==> src/rtl/cacheline_adaptor.sv <==
// -----------------------------------------------------------------------------
// cacheline_adaptor
//
// Bridges the cache's single-line physical-memory port to a burst memory that
// moves BURST_W bits per handshake. A line read collects BEATS beats into
// line_o; a line write latches line_i and plays it out beat by beat, lowest
// beat first. A one-cycle resp_o tells the cache the line transfer is done.
//
// Ports
//   clk        in   clock, all state changes on the rising edge
//   rst_n      in   synchronous active-low reset
//   line_i     in   LINE_W   write line from the cache datapath
//   line_o     out  LINE_W   assembled read line to the cache datapath
//   address_i  in   ADDR_W   line address from the cache
//   read_i     in   line read request
//   write_i    in   line write request
//   resp_o     out  line transfer complete (one-cycle pulse)
//   burst_i    in   BURST_W  read beat from memory
//   burst_o    out  BURST_W  write beat to memory
//   address_o  out  ADDR_W   line-aligned address to memory
//   read_o     out  burst read request
//   write_o    out  burst write request
//   resp_i     in   beat handshake, one beat per cycle it is high
//
// State  | meaning
// -------+------------------------------------------------------------
// IDLE   | waiting for a line request; memory handshake ignored
// READ   | read_o high, collecting beats into line_o
// WRITE  | write_o high, presenting buffered beats on burst_o
// DONE   | resp_o pulse to the cache, back to IDLE next cycle
// -----------------------------------------------------------------------------
module cacheline_adaptor #(
  parameter int LINE_W  = 256,
  parameter int BURST_W = 64,
  parameter int ADDR_W  = 32
) (
  input  logic              clk,
  input  logic              rst_n,
  input  logic [LINE_W-1:0] line_i,
  output logic [LINE_W-1:0] line_o,
  input  logic [ADDR_W-1:0] address_i,
  input  logic              read_i,
  input  logic              write_i,
  output logic              resp_o,
  input  logic [BURST_W-1:0] burst_i,
  output logic [BURST_W-1:0] burst_o,
  output logic [ADDR_W-1:0] address_o,
  output logic              read_o,
  output logic              write_o,
  input  logic              resp_i
);

  localparam int BEATS = LINE_W / BURST_W;
  localparam int CNT_W = (BEATS > 1) ? $clog2(BEATS) : 1;
  // Byte-offset bits of a line; these are forced to zero on the memory side.
  localparam int OFS_W = $clog2(LINE_W / 8);
  localparam logic [CNT_W-1:0] LAST_BEAT = CNT_W'(BEATS - 1);

  if ((LINE_W % BURST_W) != 0) begin : g_bad_widths
    $error("cacheline_adaptor: LINE_W must be a multiple of BURST_W");
  end

  typedef enum logic [1:0] {
    IDLE  = 2'd0,
    READ  = 2'd1,
    WRITE = 2'd2,
    DONE  = 2'd3
  } state_t;

  state_t              r_state;
  state_t              w_next;
  logic [CNT_W-1:0]    r_cnt;
  logic [LINE_W-1:0]   r_buf;
  logic                w_beat;
  logic                w_last;
  logic                w_unused;

  // Only READ and WRITE consume the memory handshake.
  assign w_beat = resp_i && ((r_state == READ) || (r_state == WRITE));
  assign w_last = w_beat && (r_cnt == LAST_BEAT);

  // The byte offset of the incoming address never reaches memory.
  assign w_unused = ^address_i[OFS_W-1:0];

  // State register
  always_ff @(posedge clk) begin
    if (!rst_n) begin
      r_state <= IDLE;
    end else begin
      r_state <= w_next;
    end
  end

  // Next state and state-decoded outputs
  always_comb begin
    w_next  = r_state;
    read_o  = 1'b0;
    write_o = 1'b0;
    resp_o  = 1'b0;
    burst_o = '0;
    case (r_state)
      IDLE: begin
        // Read has priority when both requests arrive together.
        if (read_i) begin
          w_next = READ;
        end else if (write_i) begin
          w_next = WRITE;
        end
      end
      READ: begin
        read_o = 1'b1;
        if (w_last) begin
          w_next = DONE;
        end
      end
      WRITE: begin
        write_o = 1'b1;
        // The buffer shifts down one beat per handshake, so the current
        // beat always sits in the low slice.
        burst_o = r_buf[BURST_W-1:0];
        if (w_last) begin
          w_next = DONE;
        end
      end
      DONE: begin
        resp_o = 1'b1;
        w_next = IDLE;
      end
      default: begin
        w_next = IDLE;
      end
    endcase
  end

  // Datapath: address latch, beat counter, write buffer, read line
  always_ff @(posedge clk) begin
    if (!rst_n) begin
      r_cnt     <= '0;
      r_buf     <= '0;
      line_o    <= '0;
      address_o <= '0;
    end else begin
      case (r_state)
        IDLE: begin
          if (read_i || write_i) begin
            address_o <= {address_i[ADDR_W-1:OFS_W], {OFS_W{1'b0}}};
            r_cnt     <= '0;
          end
          // Only a pure write loads the buffer; a concurrent read wins.
          if (!read_i && write_i) begin
            r_buf <= line_i;
          end
        end
        READ: begin
          if (resp_i) begin
            for (int b = 0; b < BEATS; b++) begin
              if (r_cnt == CNT_W'(b)) begin
                line_o[b*BURST_W +: BURST_W] <= burst_i;
              end
            end
            r_cnt <= w_last ? '0 : r_cnt + CNT_W'(1);
          end
        end
        WRITE: begin
          if (resp_i) begin
            r_buf <= r_buf >> BURST_W;
            r_cnt <= w_last ? '0 : r_cnt + CNT_W'(1);
          end
        end
        default: begin
        end
      endcase
    end
  end

endmodule

==> config.mk <==
export PLATFORM = sky130hd
export DESIGN_NAME = cacheline_adaptor
export DESIGN_NICKNAME = d
export VERILOG_FILES = /design/src/rtl/cacheline_adaptor.sv
export SDC_FILE = /design/constraint.sdc
export NUM_CORES = 1
export LEC_CHECK = 0
export BUFFER_PORTS_ARGS = -buffer_cell sky130_fd_sc_hd__buf_2
export CELL_PAD_IN_SITES_DETAIL_PLACEMENT = 1
export CELL_PAD_IN_SITES_GLOBAL_PLACEMENT = 2
export CORE_AREA = 3 3 273 275
export DETAILED_ROUTE_END_ITERATION = 7
export DIE_AREA = 0 0 276 278
export GPL_TIMING_DRIVEN = 0
export HOLD_SLACK_MARGIN = 0.02
export PLACE_DENSITY_LB_ADDON = 0.1
export RECOVER_POWER = 100
export SYNTH_ARGS = -nofsm -noshare
export SYNTH_HDL_FRONTEND = slang
export SYNTH_SLANG_ARGS = --single-unit
==> constraint.sdc <==
create_clock -name clk -period 3.5 [get_ports clk]
set_input_delay 0.35 -clock clk [delete_from_list [all_inputs] [get_ports clk]]
set_output_delay 0.35 -clock clk [all_outputs]
set_load 0.01 [all_outputs]
# After elaboration in Yosys (flattened, before gate mapping)
# Cells that the tools add are included.
totals:
  register_bits: 543
  latchBits: 0
  mem_bits_rw: 0
  mem_bits_ro: 0
  in_bits: 357
  output_inout_bits: 355
  wordCells: 55
  n_memories: 0
op_classes:
  add_sub_neg: 1
  mul: 0
  n_div: 0
  order_cmp: 0
  n_eq_ne: 12
  n_shift: 0
  n_mux: 15
  bitwise_logic: 0
  n_reduce_logical: 19
ops:
  columns: ["op", "count"]
  rows:
  - ["2-to-1 mux 256 bit", 2]
  - ["one-hot mux 256 bit (2 select lines)", 1]
  - ["2-to-1 mux 64 bit", 1]
  - ["AND reduction 3 bit", 6]
  - ["2-to-1 mux 2 bit", 6]
  - ["equality test 2 bit, second input constant", 4]
  - ["inequality test 2 bit, second input constant", 3]
  - ["one-hot mux 2 bit (3 select lines)", 1]
  - ["equality test 2 x 1 -> 1 bit, second input constant", 2]
  - ["zero test 2 bit", 2]
  - ["inequality test 2 x 1 -> 1 bit, second input constant", 2]
  - ["one-hot mux 2 bit (2 select lines)", 1]
  - ["AND reduction 2 bit", 2]
  - ["nonzero test 2 bit", 2]
  - ["logical AND 1 bit", 3]
  - ["2-to-1 mux 1 bit", 3]
  - ["inequality test 3 bit, second input constant", 1]
  - ["adder 2 x 1 -> 2 bit, second input constant", 1]
  - ["logical OR 1 bit", 2]
  - ["OR reduction 2 bit", 1]
  - ["zero test 1 bit", 1]

# Longest topological paths before layout
# Gate-level depths: netlist of run 1.
depth:
  word_depth: 7
  ltp_mapped: 9

# Worst setup path after synthesis of run 1
# Ideal clock, no wire load.
synth_path:
  path_type: "flip-flop to output port"
  startpoint: "register r_state[0]"
  endpoint: "output port burst_o[10]"
  arrival_ps: 1597
  required_ps: 3150
  slack_ps: 1553
  path_stages_with_launch: 8
  n_path_buf: 4
  cell_sequence: "dfxtp_1 > inv_1 > ha_1 > buf_4 > buf_2 > clkbuf_1 > clkbuf_1 > and2_1"
synth_between:
  elab_chain_len: 2
synth_lines:
  columns: ["item", "line_no", "source"]
  rows:
  - ["start, declared", "70", "state_t r_state;"]
  - ["start signal, assigned", "90", "r_state <= w_next;"]
  - ["equality test 2 bit", "101", "case (r_state)"]
  - ["2-to-1 mux 64 bit", "101", null]
  - ["end, declared", "46", "output logic [BURST_W-1:0] burst_o,"]
# Every way passes these cells.

# Worst setup path after layout of run 1
layout_path:
  startpoint: "register r_state[0]"
  endpoint: "output port burst_o[23]"
# Same word-level chain as after synthesis.

==> results of run 1 <==
[how the worst max path moves through the flow]
stage	start	end	slack [ns]	cells past startpoint
6_report	r_state[0]$_SDFFE_PN0P_	burst_o[23]	0.36	7
5_1_grt	r_state[0]$_SDFFE_PN0P_	burst_o[23]	0.09	7
4_1_cts	r_state[0]$_SDFFE_PN0P_	burst_o[23]	0.30	7
3_5_place_dp	r_state[0]$_SDFFE_PN0P_	burst_o[23]	0.33	8
3_3_place_gp	r_state[0]$_SDFFE_PN0P_	burst_o[23]	0.37	8
2_1_floorplan	r_state[0]$_SDFFE_PN0P_	burst_o[10]	1.55	7
[Yosys cell counts (all sizes together)]
cell	instances
dfxtp	543
o311a	1
nor2b	1
o211ai	2
and2	64
o31ai	1
inv	6
and3	4
a32o	64
buf	92
mux2	192
nor3	2
ha	9
a21boi	284
nand4	1
conb	1
a21o	1
clkbuf	118
o21ai	3
nand2b	1
nand2	954
nor3b	1
mux2i	195
nand3	5
o21a	1
[area by class of cell]
| cell class | count | share of cell area, % |
|---|---|---|
| tap | 959 | 3.90 |
| multi-input combinational | 1791 | 36.3 |
| sequential | 543 | 35.4 |
| antenna | 20 | 0.163 |
| inverter | 6 | 0.0733 |
| buffer | 209 | 3.11 |
| clock buffer | 94 | 6.35 |
| clock inverter | 17 | 0.733 |
| timing repair buffer | 819 | 14.0 |
[kinds of logic after synthesis]
kind of cell	count (synthesis)
AOI/OAI and AO/OA	357
adders and majority gates	9
buffers and inverters	216
DFF	543
muxes	387
other	1
and+or+nand+nor	1033
[sequential cells by signal (all words and copies together) (netlist names)]
register / count
r_cnt: 2
r_state: 2
address_o: 27
r_buf: 256
line_o: 256
[stage by stage]
| step | hold WS [ns] | instance area (um^2) | util (%) | power [W] | setup WS [ns] |
|---|---|---|---|---|---|
| after floorplan | 0.433 | 23100 | - | 0.0128 | 1.55 |
| after global placement | 0.441 | 27800 | 38.4 | 0.0148 | 0.375 |
| after detailed placement | 0.450 | 27800 | 38.4 | 0.0150 | 0.335 |
| after CTS | 0.0203 | 31200 | 43.0 | 0.0222 | 0.303 |
| after global routing | 0.0379 | 30700 | 42.3 | 0.0228 | 0.0867 |
| final | 0.0523 | 30700 | 42.3 | 0.0216 | 0.358 |
[repair_timing]
item | 4_1_cts | 5_1_grt
hold buffers | 119 | 0
setup endpoints to repair | 61 | 0
endpoints found under the hold margin | 159 | 0
[worst max-delay path, stage by stage (launching register included)]
cell and delay [ns]:
dfxtp_1 0.33, inv_1 0.14, ha_1 0.19, buf_4 0.17
buf_2 0.54, clkbuf_1 0.35, and2_0 0.29, buf_2 0.18
[power breakdown]
group,internal (W),total (W),leakage [nW],switching [W]
sequential,0.00724,0.00782,4.41,0.000583
combinational,0.00298,0.00682,6.99,0.00384
clock,0.00418,0.00698,1.08,0.00281
[layout by cell type, fill, tap and decap left out, types with 6 or more instances in the layout]
| cell | instances |
|---|---|
| a32o_1 | 64 |
| mux2i_1 | 195 |
| clkbuf_8 | 13 |
| mux2_2 | 178 |
| clkbuf_16 | 69 |
| and2_1 | 24 |
| nand2_1 | 954 |
| clkinv_2 | 7 |
| and2_0 | 40 |
| buf_4 | 6 |
| buf_6 | 12 |
| diode_2 | 20 |
| mux2_1 | 14 |
| dlygate4sd3_1 | 119 |
| clkbuf_1 | 466 |
| inv_1 | 6 |
| buf_2 | 432 |
| ha_1 | 9 |
| dfxtp_1 | 543 |
| a21boi_0 | 284 |
[per-layer routing]
| metal | global-route usage (%) | routed length, um | up-vias |
|---|---|---|---|
| li1 | - | - | 10200 |
| met1 | 28.5 | 40100 | 10400 |
| met2 | 44.9 | 49800 | 541 |
| met3 | 6.57 | 5730 | 191 |
| met4 | 7.19 | 2660 | 44 |
| met5 | 0 | 295 | - |
==> flow_metrics.env, run 1 <==
export IMPL_grt_max_degree=20
export IMPL_synth_top_area_share_pct=47.0
export IMPL_min_to="line_o[6]$_SDFFE_PN0P_"
export IMPL_rsz0062_at_grt="no"
export IMPL_final_nets=3803
export IMPL_antenna_left=0
export IMPL_synth_compound_area_share_pct=12.3
export IMPL_drv_slew=0
export IMPL_clk_path_buf_depth=3
export IMPL_synthTopCellsByArea="dfxtp_1 (47%), nand2_1 (15%), mux2_2 (9.4%)"
export IMPL_place_hpwl_um=77400
export IMPL_fmax_mhz=318
export IMPL_fin_crit_sh_pct=89.8
export IMPL_p_leak_nw=12.5
export IMPL_numClockSinks=543
export IMPL_first_pass_iters=5
export IMPL_cts_root_buf="clkbuf_16"
export IMPL_multiInputGateArea_um2=11200
export IMPL_synth_mux_area_share_pct=17.8
export IMPL_fp_row_count=99
export IMPL_port_buffers=700
export IMPL_grt_pass1_wl_um=146000
export IMPL_required_ns=3.15
export IMPL_path_class="reg -> out"
export IMPL_numCtsBuffers=67
export IMPL_yosysWarningCount=0
export IMPL_r2r_setup_slack_ns=0.48
export IMPL_grt_overflow_total=0
export IMPL_tns_ns=0
export IMPL_synth_top_family_by_area="multiplexers"
export IMPL_ys_seq_area_share_pct=47.0
export IMPL_max_vdd_ir_drop_mv=0.428
export IMPL_drcViolationCount=0
export IMPL_antenna_found_initial=52
export IMPL_fin_crit_ns=3.14
export IMPL_synth_fa_ha_area_share_pct=0.487
export IMPL_cts_tree="built"
export IMPL_endpoint_kind="output port"
export IMPL_synth_top_cell_by_area="dfxtp_1"
export IMPL_core_um2=72600
export IMPL_synth_distinct_cells=29
export IMPL_die_w_um=276
export IMPL_yosys_area_share_simple_pct=17.6
export IMPL_drive_gt1_share_pct=21.1
export IMPL_cp_arrival_ns=2.79
export IMPL_syn2layout_area_growth_pct=32.9
export IMPL_synth_cells=2546
export IMPL_die_area_um2=76700
export IMPL_place_congestion=0.855
export IMPL_reg2reg_to="r_buf[244]$_SDFFE_PN0P_"
export IMPL_post_cts_buffers=0
export IMPL_ctsResizeCount=0
export IMPL_clkLatencyLatePin_ns=0.61
export IMPL_power_per_cell_area_nw_per_um2=703
export IMPL_grt_pass1_vias=22900
export IMPL_critPathMaxFanout=19
export IMPL_worstHoldPathCells=3
export IMPL_avgSynthCellArea_um2=9.08
export IMPL_die_h_um=278
export IMPL_hp_start="burst_i[6]"
export IMPL_status="complete, no violations"
export IMPL_synth_seq_cells=543
export IMPL_h_tree_depth=3
export IMPL_wire_per_inst_um=22.1
export IMPL_io_pins=712
export IMPL_fin_cells=4458
export IMPL_synth_area_um2=23100
export IMPL_vias=21400
export IMPL_fillers=8755
export IMPL_drtIter0Drc=863
export IMPL_maxCapViolations=0
export IMPL_synth_xor_area_share_pct=0
export IMPL_grt_use_total_pct=24.7
export IMPL_maxSlewHeadroom_pct=9.61
export IMPL_regArea_um2=10900
export IMPL_initial_core_util_pct=31.9
export IMPL_via_per_inst=4.80
export IMPL_setup_viol=0
export IMPL_worst_slew_pin_slew_ns=1.35
export IMPL_r2r_start="r_state[0]$_SDFFE_PN0P_"
export IMPL_path_clk_slew_ns=0.06
export IMPL_cp_start_kind="flop"
export IMPL_hold_viol=0
export IMPL_post_place_cells=4209
export IMPL_min_path_type="in -> reg"
export IMPL_fin_worst_skew_ns=0.0213
export IMPL_reg2reg_depth=9
export IMPL_routed_wl_um=98700
No activity file was read; power rests on OpenSTA's default activity.
==> run 2: changes to the inputs <==
Clock period 3.5 ns to 4.1 ns, I/O delays scaled along.
==> run 2 against run 1 <==
  * Highest routed layer unchanged
  * Global-route usage down 0.18 points
  * Final cell count down 1.2%
  * Largest cell class unchanged
  * Utilization down 0.86 points
==> flow_metrics.env, run 2 (synthesis results as in run 1) <==
export IMPL_maxSlewHeadroom_pct=6.47
export IMPL_reg2reg_depth=9
export IMPL_first_pass_iters=5
export IMPL_rsz0062_at_grt="no"
export IMPL_final_common_cell="nand2_1"
export IMPL_die_h_um=278
export IMPL_power_frac_clock_pct=32.6
export IMPL_grt_overflow_total=0
export IMPL_p_int_w=0.0122
export IMPL_r2r_setup_slack_ns=0.99
export IMPL_ctsResizeCount=0
export IMPL_path_class="reg -> out"
export IMPL_hold_viol=0
export IMPL_tns_ns=0
export IMPL_place_area_um2=27800
export IMPL_drcViolationCount=0
export IMPL_cts_root_buf="clkbuf_16"
export IMPL_min_to="address_o[23]$_SDFFE_PN0P_"
export IMPL_fin_crit_sh_pct=91.5
export IMPL_via_per_inst=4.82
export IMPL_reg2reg_to="r_buf[29]$_SDFFE_PN0P_"
export IMPL_power_per_cell_area_nw_per_um2=608
export IMPL_io_pins=712
export IMPL_clk_path_buf_depth=3
export IMPL_grt_pass1_wl_um=144000
export IMPL_grt_max_degree=13
export IMPL_initial_core_util_pct=31.9
export IMPL_p_sw_share_pct=33.6
export IMPL_syn2layout_area_growth_pct=30.2
export IMPL_place_hpwl_um=77400
export IMPL_worst_slew_pin_slew_ns=1.40
export IMPL_p_sw_w=0.00615
export IMPL_gr_usage_met3_pct=6.75
export IMPL_numCtsBuffers=67
export IMPL_grt_use_total_pct=24.6
export IMPL_endpoint_kind="output port"
export IMPL_cts_tree="built"
export IMPL_drtIter0Drc=892
export IMPL_maxCapViolations=0
export IMPL_cp_arrival_ns=3.34
export IMPL_fin_cells=4405
export IMPL_stdcell_area_um2=30100
export IMPL_use_met2_pct=44.4
export IMPL_largestRegisters="line_o (256), r_buf (256), address_o (27)"
export IMPL_min_path_type="in -> reg"
export IMPL_worstHoldPathCells=3
export IMPL_place_congestion=0.855
export IMPL_antenna_found_initial=54
export IMPL_required_ns=3.69
export IMPL_vias=21200
export IMPL_die_w_um=276
export IMPL_drive_gt1_share_pct=21.8
export IMPL_antenna_left=0
export IMPL_setup_viol=0
export IMPL_p_comb_share_pct=31.0
export IMPL_post_place_cells=4209
export IMPL_h_tree_depth=3
export IMPL_critPathMaxFanout=10
export IMPL_gr_usage_met1_pct=28.1
export IMPL_die_area_um2=76700
export IMPL_status="complete, no violations"
export IMPL_mostFrequentLayoutCells="nand2_1 (954), dfxtp_1 (543), clkbuf_1 (468)"
export IMPL_r2r_start="r_state[0]$_SDFFE_PN0P_"
export IMPL_post_cts_buffers=0
export IMPL_max_vdd_ir_drop_mv=0.365
export IMPL_fin_crit_ns=3.75
export IMPL_numClockSinks=543
export IMPL_grt_pass1_vias=22600
export IMPL_cts_hold_buf=63
export IMPL_drv_slew=0
export IMPL_p_leak_nw=12.2
export IMPL_fin_worst_skew_ns=0.0203
export IMPL_wire_per_inst_um=22.3
export IMPL_port_buffers=700
export IMPL_fp_row_count=99
export IMPL_path_clk_slew_ns=0.06
export IMPL_core_um2=72600
export IMPL_hp_start="address_i[23]"
export IMPL_clkLatencyLatePin_ns=0.61
export IMPL_routed_wl_um=98200
export IMPL_fmax_mhz=267
export IMPL_p_seq_share_pct=36.4
export IMPL_final_nets=3748
export IMPL_cp_start_kind="flop"
export IMPL_busiest_layer="met2"
run 2: cell types whose count changed in the layout (fill, tap and decap cells not counted), moves of 12 or more:
cell	before	now
dlygate4sd3_1	119	63
buf_6	12	0
mux2_1	14	0
mux2_2	178	192
buf_2	432	445
run 2: power groups by stage:
stage / logic [W] / registers, W / clock network (W)
2_1_floorplan: 0.00425 / 0.00665 / 0
3_3_place_gp: 0.00593 / 0.00674 / 0
3_5_place_dp: 0.00607 / 0.00677 / 0
4_1_cts: 0.00615 / 0.00667 / 0.00612
5_1_grt: 0.00621 / 0.00677 / 0.00634
6_report: 0.00568 / 0.00668 / 0.00596
run 2: worst max-delay path by stage:
stage	start	to	slack (ns)	cells after the start
detailed placement	r_state[0]$_SDFFE_PN0P_	burst_o[23]	0.87	8
finish	r_state[0]$_SDFFE_PN0P_	burst_o[44]	0.35	8
floorplan	r_state[0]$_SDFFE_PN0P_	burst_o[10]	2.09	7
global placement	r_state[0]$_SDFFE_PN0P_	burst_o[23]	0.91	8
global route	r_state[0]$_SDFFE_PN0P_	burst_o[9]	0.03	8
CTS	r_state[0]$_SDFFE_PN0P_	burst_o[23]	0.21	8
run 2: per-layer routing:
metal | part of all wire (%) | vias to the layer above
met5 | 0.35 | -
met3 | 5.9 | 199
li1 | - | 10100
met1 | 40 | 10300
met4 | 2.7 | 50
met2 | 51 | 528
run 2: area by class of cell:
type / instances / area (um^2)
Clock buffer: 94 / 1950
Sequential cell: 543 / 10900
Multi-Input combinational cell: 1791 / 11200
Clock inverter: 17 / 225
Buffer: 210 / 876
Tap cell: 959 / 1200
Inverter: 6 / 22.5
Timing Repair Buffer: 763 / 3750
Antenna cell: 22 / 55.1
Fill cell: 8753 / 42500
run 2: through the flow:
step	total power (W)	hold slack [ns]	setup WS (ns)	util [%]
finish	0.0183	0.0550	0.350	41.5
global route	0.0193	0.0282	0.0287	41.5
CTS	0.0189	0.0200	0.209	42.2
detailed placement	0.0128	0.450	0.875	38.4
global placement	0.0127	0.441	0.915	38.4
floorplan	0.0109	0.433	2.09	-
run 2: critical path, stage by stage, from the launching register on:
cell and delay (ns):
dfxtp_1 0.34, inv_1 0.14, ha_1 0.19, buf_4 0.18, buf_2 0.29, clkbuf_1 0.79
clkbuf_1 0.35, and2_0 0.29, buf_2 0.18
